==> config.mk <==
export PLATFORM = sky130hd
export DESIGN_NAME = branch_predict_resolve
export DESIGN_NICKNAME = d
export VERILOG_FILES = /design/src/rtl/branch_pkg.sv /design/src/rtl/branch_cond_eval.sv /design/src/rtl/branch_predict_resolve.sv
export SDC_FILE = /design/constraint.sdc
export NUM_CORES = 2
export LEC_CHECK = 0
export BUFFER_PORTS_ARGS = -buffer_cell sky130_fd_sc_hd__buf_2
export CAP_MARGIN = 30
export CORE_MARGIN = 4
export CORE_UTILIZATION = 33
export CTS_CLUSTER_DIAMETER = 120
export DETAILED_ROUTE_END_ITERATION = 8
export PLACE_DENSITY = 0.47
export SKIP_CTS_REPAIR_TIMING = 1
export SYNTH_ARGS = -nofsm -noshare
export SYNTH_HDL_FRONTEND = slang
export SYNTH_HIERARCHICAL = 1
export SYNTH_SLANG_ARGS = --single-unit
==> constraint.sdc <==
create_clock -name clk -period 8.4 [get_ports clk]
set_clock_uncertainty 0.15 [all_clocks]
set_input_delay 0.84 -clock clk [delete_from_list [all_inputs] [get_ports clk]]
set_output_delay 0.84 -clock clk [all_outputs]
set_load 0.02 [all_outputs]
==> src/rtl/branch_pkg.sv <==
// Shared opcodes, funct3 codes, counter states and BTB status type for the branch unit.
package branch_pkg;

  localparam logic [6:0] OP_BRANCH = 7'b1100011;
  localparam logic [6:0] OP_JAL    = 7'b1101111;
  localparam logic [6:0] OP_JALR   = 7'b1100111;

  typedef enum logic [2:0] {
    BR_EQ   = 3'b000,
    BR_NE   = 3'b001,
    BR_RSV2 = 3'b010,
    BR_RSV3 = 3'b011,
    BR_LT   = 3'b100,
    BR_GE   = 3'b101,
    BR_LTU  = 3'b110,
    BR_GEU  = 3'b111
  } br_type_e;

  typedef enum logic [1:0] {
    SNT = 2'b00,
    WNT = 2'b01,
    WT  = 2'b10,
    ST  = 2'b11
  } ctr_e;

  // Reset-protected part of an entry; tag and target widths depend on XLEN/depth.
  typedef struct packed {
    logic valid;
    ctr_e ctr;
  } btb_entry_t;

  function automatic ctr_e ctr_step(input ctr_e c, input logic taken);
    if (taken) return (c == ST) ? ST : ctr_e'(c + 2'd1);
    return (c == SNT) ? SNT : ctr_e'(c - 2'd1);
  endfunction

endpackage

==> src/rtl/branch_cond_eval.sv <==
// RV32 conditional-branch comparator; purely combinational, no flow control.
module branch_cond_eval
  import branch_pkg::*;
#(
  parameter int XLEN = 32
) (
  input  logic [XLEN-1:0] rs1,
  input  logic [XLEN-1:0] rs2,
  input  br_type_e        br_type,
  output logic            cond
);

  always_comb begin
    cond = 1'b0;
    case (br_type)
      BR_EQ:   cond = (rs1 == rs2);
      BR_NE:   cond = (rs1 != rs2);
      BR_LT:   cond = ($signed(rs1) < $signed(rs2));
      BR_GE:   cond = ($signed(rs1) >= $signed(rs2));
      BR_LTU:  cond = (rs1 < rs2);
      BR_GEU:  cond = (rs1 >= rs2);
      default: cond = 1'b0;
    endcase
  end

endmodule

==> src/rtl/branch_predict_resolve.sv <==
// BTB with 2-bit counters read at fetch plus execute-stage branch resolution and training.
// Lookup and resolution are zero-latency; table/perf updates land on the next edge; no backpressure.
module branch_predict_resolve
  import branch_pkg::*;
#(
  parameter int XLEN      = 32,
  parameter int BTB_DEPTH = 64,
  parameter int PERF_W    = 32
) (
  input  logic              clk,
  input  logic              rst_n,
  input  logic [XLEN-1:0]   if_pc,
  output logic              if_pred_taken,
  output logic [XLEN-1:0]   if_pred_target,
  input  logic              ex_valid,
  input  logic [XLEN-1:0]   ex_pc,
  input  logic [XLEN-1:0]   ex_rs1,
  input  logic [XLEN-1:0]   ex_rs2,
  input  logic [XLEN-1:0]   ex_imm,
  input  logic [6:0]        ex_opcode,
  input  logic [2:0]        ex_br_type,
  input  logic              ex_pred_taken,
  input  logic [XLEN-1:0]   ex_pred_target,
  input  logic              btb_clear,
  output logic              ex_br_taken,
  output logic              ex_redirect,
  output logic [XLEN-1:0]   ex_redirect_pc,
  output logic [PERF_W-1:0] perf_branches,
  output logic [PERF_W-1:0] perf_mispredicts
);

  localparam int IDX_W = $clog2(BTB_DEPTH);
  localparam int TAG_W = XLEN - IDX_W - 2;

  btb_entry_t       stat_q [BTB_DEPTH];
  logic [TAG_W-1:0] tag_q  [BTB_DEPTH];
  logic [XLEN-1:0]  tgt_q  [BTB_DEPTH];

  logic [IDX_W-1:0] if_idx, ex_idx;
  logic [TAG_W-1:0] if_tag, ex_tag;
  logic             if_hit, ex_hit;
  logic             unused_pc_lsb;

  assign if_idx        = if_pc[IDX_W+1:2];
  assign if_tag        = if_pc[XLEN-1:IDX_W+2];
  assign ex_idx        = ex_pc[IDX_W+1:2];
  assign ex_tag        = ex_pc[XLEN-1:IDX_W+2];
  assign unused_pc_lsb = &{1'b0, if_pc[1:0]};

  assign if_hit         = stat_q[if_idx].valid && (tag_q[if_idx] == if_tag);
  assign if_pred_taken  = if_hit && stat_q[if_idx].ctr[1];
  assign if_pred_target = if_pred_taken ? tgt_q[if_idx] : '0;

  logic            is_br, is_jal, is_jalr, is_ctrl, cond, trained, do_write, do_alias;
  logic [XLEN-1:0] jalr_sum, target;
  ctr_e            new_ctr;

  branch_cond_eval #(.XLEN(XLEN)) u_cond (
    .rs1     (ex_rs1),
    .rs2     (ex_rs2),
    .br_type (br_type_e'(ex_br_type)),
    .cond    (cond)
  );

  always_comb begin
    is_br    = (ex_opcode == OP_BRANCH);
    is_jal   = (ex_opcode == OP_JAL);
    is_jalr  = (ex_opcode == OP_JALR);
    is_ctrl  = is_br || is_jal || is_jalr;
    jalr_sum = ex_rs1 + ex_imm;
    target   = is_jalr ? {jalr_sum[XLEN-1:1], 1'b0} : ex_pc + ex_imm;
  end

  assign ex_br_taken    = ex_valid && (is_jal || is_jalr || (is_br && cond));
  assign ex_redirect    = ex_valid && ((ex_br_taken != ex_pred_taken) ||
                                       (ex_br_taken && (target != ex_pred_target)));
  assign ex_redirect_pc = ex_br_taken ? target : ex_pc + XLEN'(4);

  // funct3 010/011 are not real branches, so they never touch the table.
  assign trained  = ex_valid && (is_jal || is_jalr || (is_br && (ex_br_type[2:1] != 2'b01)));
  assign ex_hit   = stat_q[ex_idx].valid && (tag_q[ex_idx] == ex_tag);
  assign do_write = trained && (ex_hit || ex_br_taken);
  assign do_alias = ex_valid && !is_ctrl && ex_pred_taken && ex_hit;

  always_comb begin
    new_ctr = ST;
    if (is_br) new_ctr = ex_hit ? ctr_step(stat_q[ex_idx].ctr, ex_br_taken) : WT;
  end

  always_ff @(posedge clk or negedge rst_n) begin
    if (!rst_n) begin
      for (int i = 0; i < BTB_DEPTH; i++) stat_q[i] <= '{valid: 1'b0, ctr: WNT};
    end else if (btb_clear) begin
      for (int i = 0; i < BTB_DEPTH; i++) stat_q[i] <= '{valid: 1'b0, ctr: WNT};
    end else if (do_write) begin
      stat_q[ex_idx] <= '{valid: 1'b1, ctr: new_ctr};
    end else if (do_alias) begin
      stat_q[ex_idx].valid <= 1'b0;
    end
  end

  always_ff @(posedge clk) begin
    if (do_write && ex_br_taken && !btb_clear) begin
      tag_q[ex_idx] <= ex_tag;
      tgt_q[ex_idx] <= target;
    end
  end

  always_ff @(posedge clk or negedge rst_n) begin
    if (!rst_n) begin
      perf_branches    <= '0;
      perf_mispredicts <= '0;
    end else begin
      if (trained && (perf_branches != '1))       perf_branches    <= perf_branches + PERF_W'(1);
      if (ex_redirect && (perf_mispredicts != '1)) perf_mispredicts <= perf_mispredicts + PERF_W'(1);
    end
  end

endmodule

==> qor.txt <==
Outcome: completed
Final Hold Fails: 0
Wire per inst: 40.4 um
Crit path DAT: 7.22 ns
Initial cell density of the core: 0.331
TritonCTS clock tree: done
RSZ-0062 raised after global routing: false
Total die area: 0.535 mm2
Reg2reg path depth: 13
Maximum VDD drop: 0.198 mV
I/O pin cnt: 338
Yosys reg bits: 3840
Global-route wire length before repair: 947 mm
Post-DRT Antenna Nets: 0
TritonCTS buffer count: 422
Max Fclk: 122 MHz
RR Startpoint: stat_q[8]
Die Width: 732 um
Crit path cell chain: buf_12, buf_12, mux4_2, mux4_2, mux4_2, xnor2_1, nand4_1, nor3_2, buf_4, nand4_1, buf_4, a211oi_1, buf_4, buf_2
Port Buf Inserts: 335
Post-synthesis sequential area ratio: 0.660
Cell count after synthesis: 9575
Max-Cap Viols: 0
Clock buffer depth: 4
Via/cell ratio: 6.16
Num rows: 265
Cell variety after synth: 98
YS warnings: 6
Reg2reg setup slack: 3.20 ns
Initial DRC Count: 14800
R2R Path End: stat_q[190]
Sum Neg Setup Slack: 0 ns
DP HPWL: 423 mm
CP max-delay cell: nor3_2
Initial antenna violation count: 45
Routed vias: 107000
HP Start: ex_pc[30]
Worst Path Required: 7.41 ns
Core region area: 0.521 mm2
Minimum clock period: 8.21 ns
Final #Nets: 10400
Syn nets: 9880
Synth area leaders: edfxtp_1 62%, mux4_2 17%, dfrtp_1 2.8%
Setup Crit Path Kind: input port to output pin
Worst slew pin tran: 1.07 ns
Fraction of layout cells with a size suffix above 1: 0.299
Gr ovfl total: 0
Post-synthesis area per instance: 18.0 um2
Post-Syn Area: 0.173 mm2
DRC Markers: 0
Post-synth top area share: 0.623
Critical Path Sink: if_pred_target[8]
DR pass1 iterations: 8
DIE HEIGHT: 732 um
Crit path max fanout: 58
Critical path endpoint category: output pin
All-Layer GR Usage: 0.256
Area leader, netlist: edfxtp_1
Reg clk slew, reported paths: 0.06 ns
Source of the critical timing path: if_pc[2]
Critical Path Max Stage Delay: 0.64 ns
Fin. max-slew vios: 0
Post-synth ARST share: 0.0667
Sink Count: 3840
Fin util: 0.385
Static Leakage: 64.2 nW
Worst min-delay path class: input port to register
Slew HR: 0.284
Startpoint Class: input port
Synth Flop Type: edfxtp_1
Vias in the first global route: 106000
Setup violators final: 0
Clock root buffer: clkbuf_16
Placer Congestion: 0.904
Cell area power density: 218 mW/mm2
Clock latency on the worst-skew pair: 1.05 ns
Period utilization: 0.978
Layout area overhead: 16.0%
Largest net degree at the start of global routing: 142
Final wirelength: 705 mm
EDFF count, synth: 3584
CTS HTree Levels: 5
## flip-flops by register name, indices dropped and copies added (netlist names)
register / flops
stat_q: 192
perf_mispredicts: 32
tgt_q: 2048
perf_branches: 32
tag_q: 1536
## where the power goes
group | switching, W | leakage, nW | total, W | internal [W]
logic | 0.00276 | 22.1 | 0.00407 | 0.00131
clock network | 0.00790 | 6.42 | 0.0181 | 0.0102
registers | 0.0000329 | 35.6 | 0.0215 | 0.0215
## metal layers
layer  global-route usage  routed length (um)  vias up  share of wire
met3               0.0515               61200     1435          0.087
met5                    0                  47        -       0.000067
met2                0.403              325000     6204           0.46
li1                     -                   -    41300              -
met4                0.115               38000        8          0.054
met1                0.342              280000    58400           0.40
## cell type report
type                    count  area [um2]
inverters                 122         465
diodes                     43         108
well taps                6942        8690
repair buffers            827        7920
clock inverters           229        1950
flip-flops and latches   3840      114000
clock buffers             545       11300
multi-input cells        4879       55900
fillers                 47600      321000
## synth_stat cells (25+ instances only)
master    number
a211oi_1      41
a21oi_1      261
a221o_1       54
a221oi_1     195
a22o_1        39
a22oi_1      158
a2bb2o_4      56
a31oi_1       34
a32oi_1       64
and3_1       102
buf_1        134
buf_2        116
buf_4         43
clkbuf_1     419
dfrtp_1      192
dfstp_2       64
edfxtp_1    3584
ha_1          96
inv_1        120
mux2_2       131
mux2i_1      215
mux4_2      1317
nand2_1      357
nand2b_1      30
nand3_1       66
nand4_1      200
nor2_1       294
nor2b_1      111
nor3_1        48
nor4_1        25
o21ai_0      263
o21ai_1       44
o22ai_1       73
xnor2_1       95
xor2_1       107
## cell usage in the layout, fill, tap and decap left out, drive strengths merged, types with 22 or more instances in the layout
master  instances
a22o           39
clkbuf        545
and3          102
a221oi        196
a31oi          35
o22ai          73
a221o          54
nand4         201
xnor2          95
a2bb2o         60
nand2b         30
mux2i         215
nand3          67
nor2          294
a22oi         158
buf           826
nand2         357
edfxtp       3584
dfstp          64
nor2b         111
mux2          150
a32oi          64
a21oi         262
diode          43
xor2          107
a211oi         41
a21o           22
dfrtp         192
nor3           50
o21a           22
ha             96
nor4           31
inv           130
clkinv        185
mux4         1317
bufinv         26
o21ai         307
## worst max-delay path: cells and delay by family
kind | cells | cell delay (ns)
and+or+nand+nor | 3 | 1.72
muxes | 3 | 1.67
AOI/OAI and AO/OA | 1 | 0.36
buffers and inverters | 6 | 2.15
xor gates and xnor gates | 1 | 0.18
## worst min path at each step
| stage | end | slack (ns) | cells past startpoint |
|---|---|---|---|
| final | tag_q[47][22] | 0.11 | 1 |
| after global routing | tag_q[46][22] | 0.06 | 1 |
| after CTS | stat_q[17] | -0.21 | 1 |
| after detailed placement | perf_branches[5] | 0.33 | 1 |
| after global placement | perf_mispredicts[22] | 0.33 | 1 |
| after floorplan | stat_q[72] | 0.37 | 2 |
## kinds of logic (layout without fill, tap and decap cells)
kind of cell | Yosys count | count (layout) | synth area share
muxes | 1682 | 1682 | 0.194
and+or+nand+nor | 1379 | 1379 | 0.0413
DFF | 3840 | 3840 | 0.660
AOI/OAI and AO/OA | 1514 | 1514 | 0.0653
other | 0 | 43 | 0
xor gates and xnor gates | 204 | 204 | 0.0105
buffers and inverters | 856 | 1723 | 0.0213
adders and majority gates | 100 | 100 | 0.00730
## per-stage QoR
step           power, W  std cells  instance area [um2]  hold slack, ns  setup slack (ns)
2_1_floorplan    0.0241       9575               173000           0.370             0.820
3_3_place_gp     0.0259      16600               186000           0.327           0.00269
5_1_grt          0.0450      17400               200000          0.0615             0.212
4_1_cts          0.0440      17400               200000          -0.211           0.00167
6_report         0.0437      17400               200000           0.106             0.189
3_5_place_dp     0.0260      16600               187000           0.331            0.0170
Note: power is estimated with default switching activity, not from simulation.
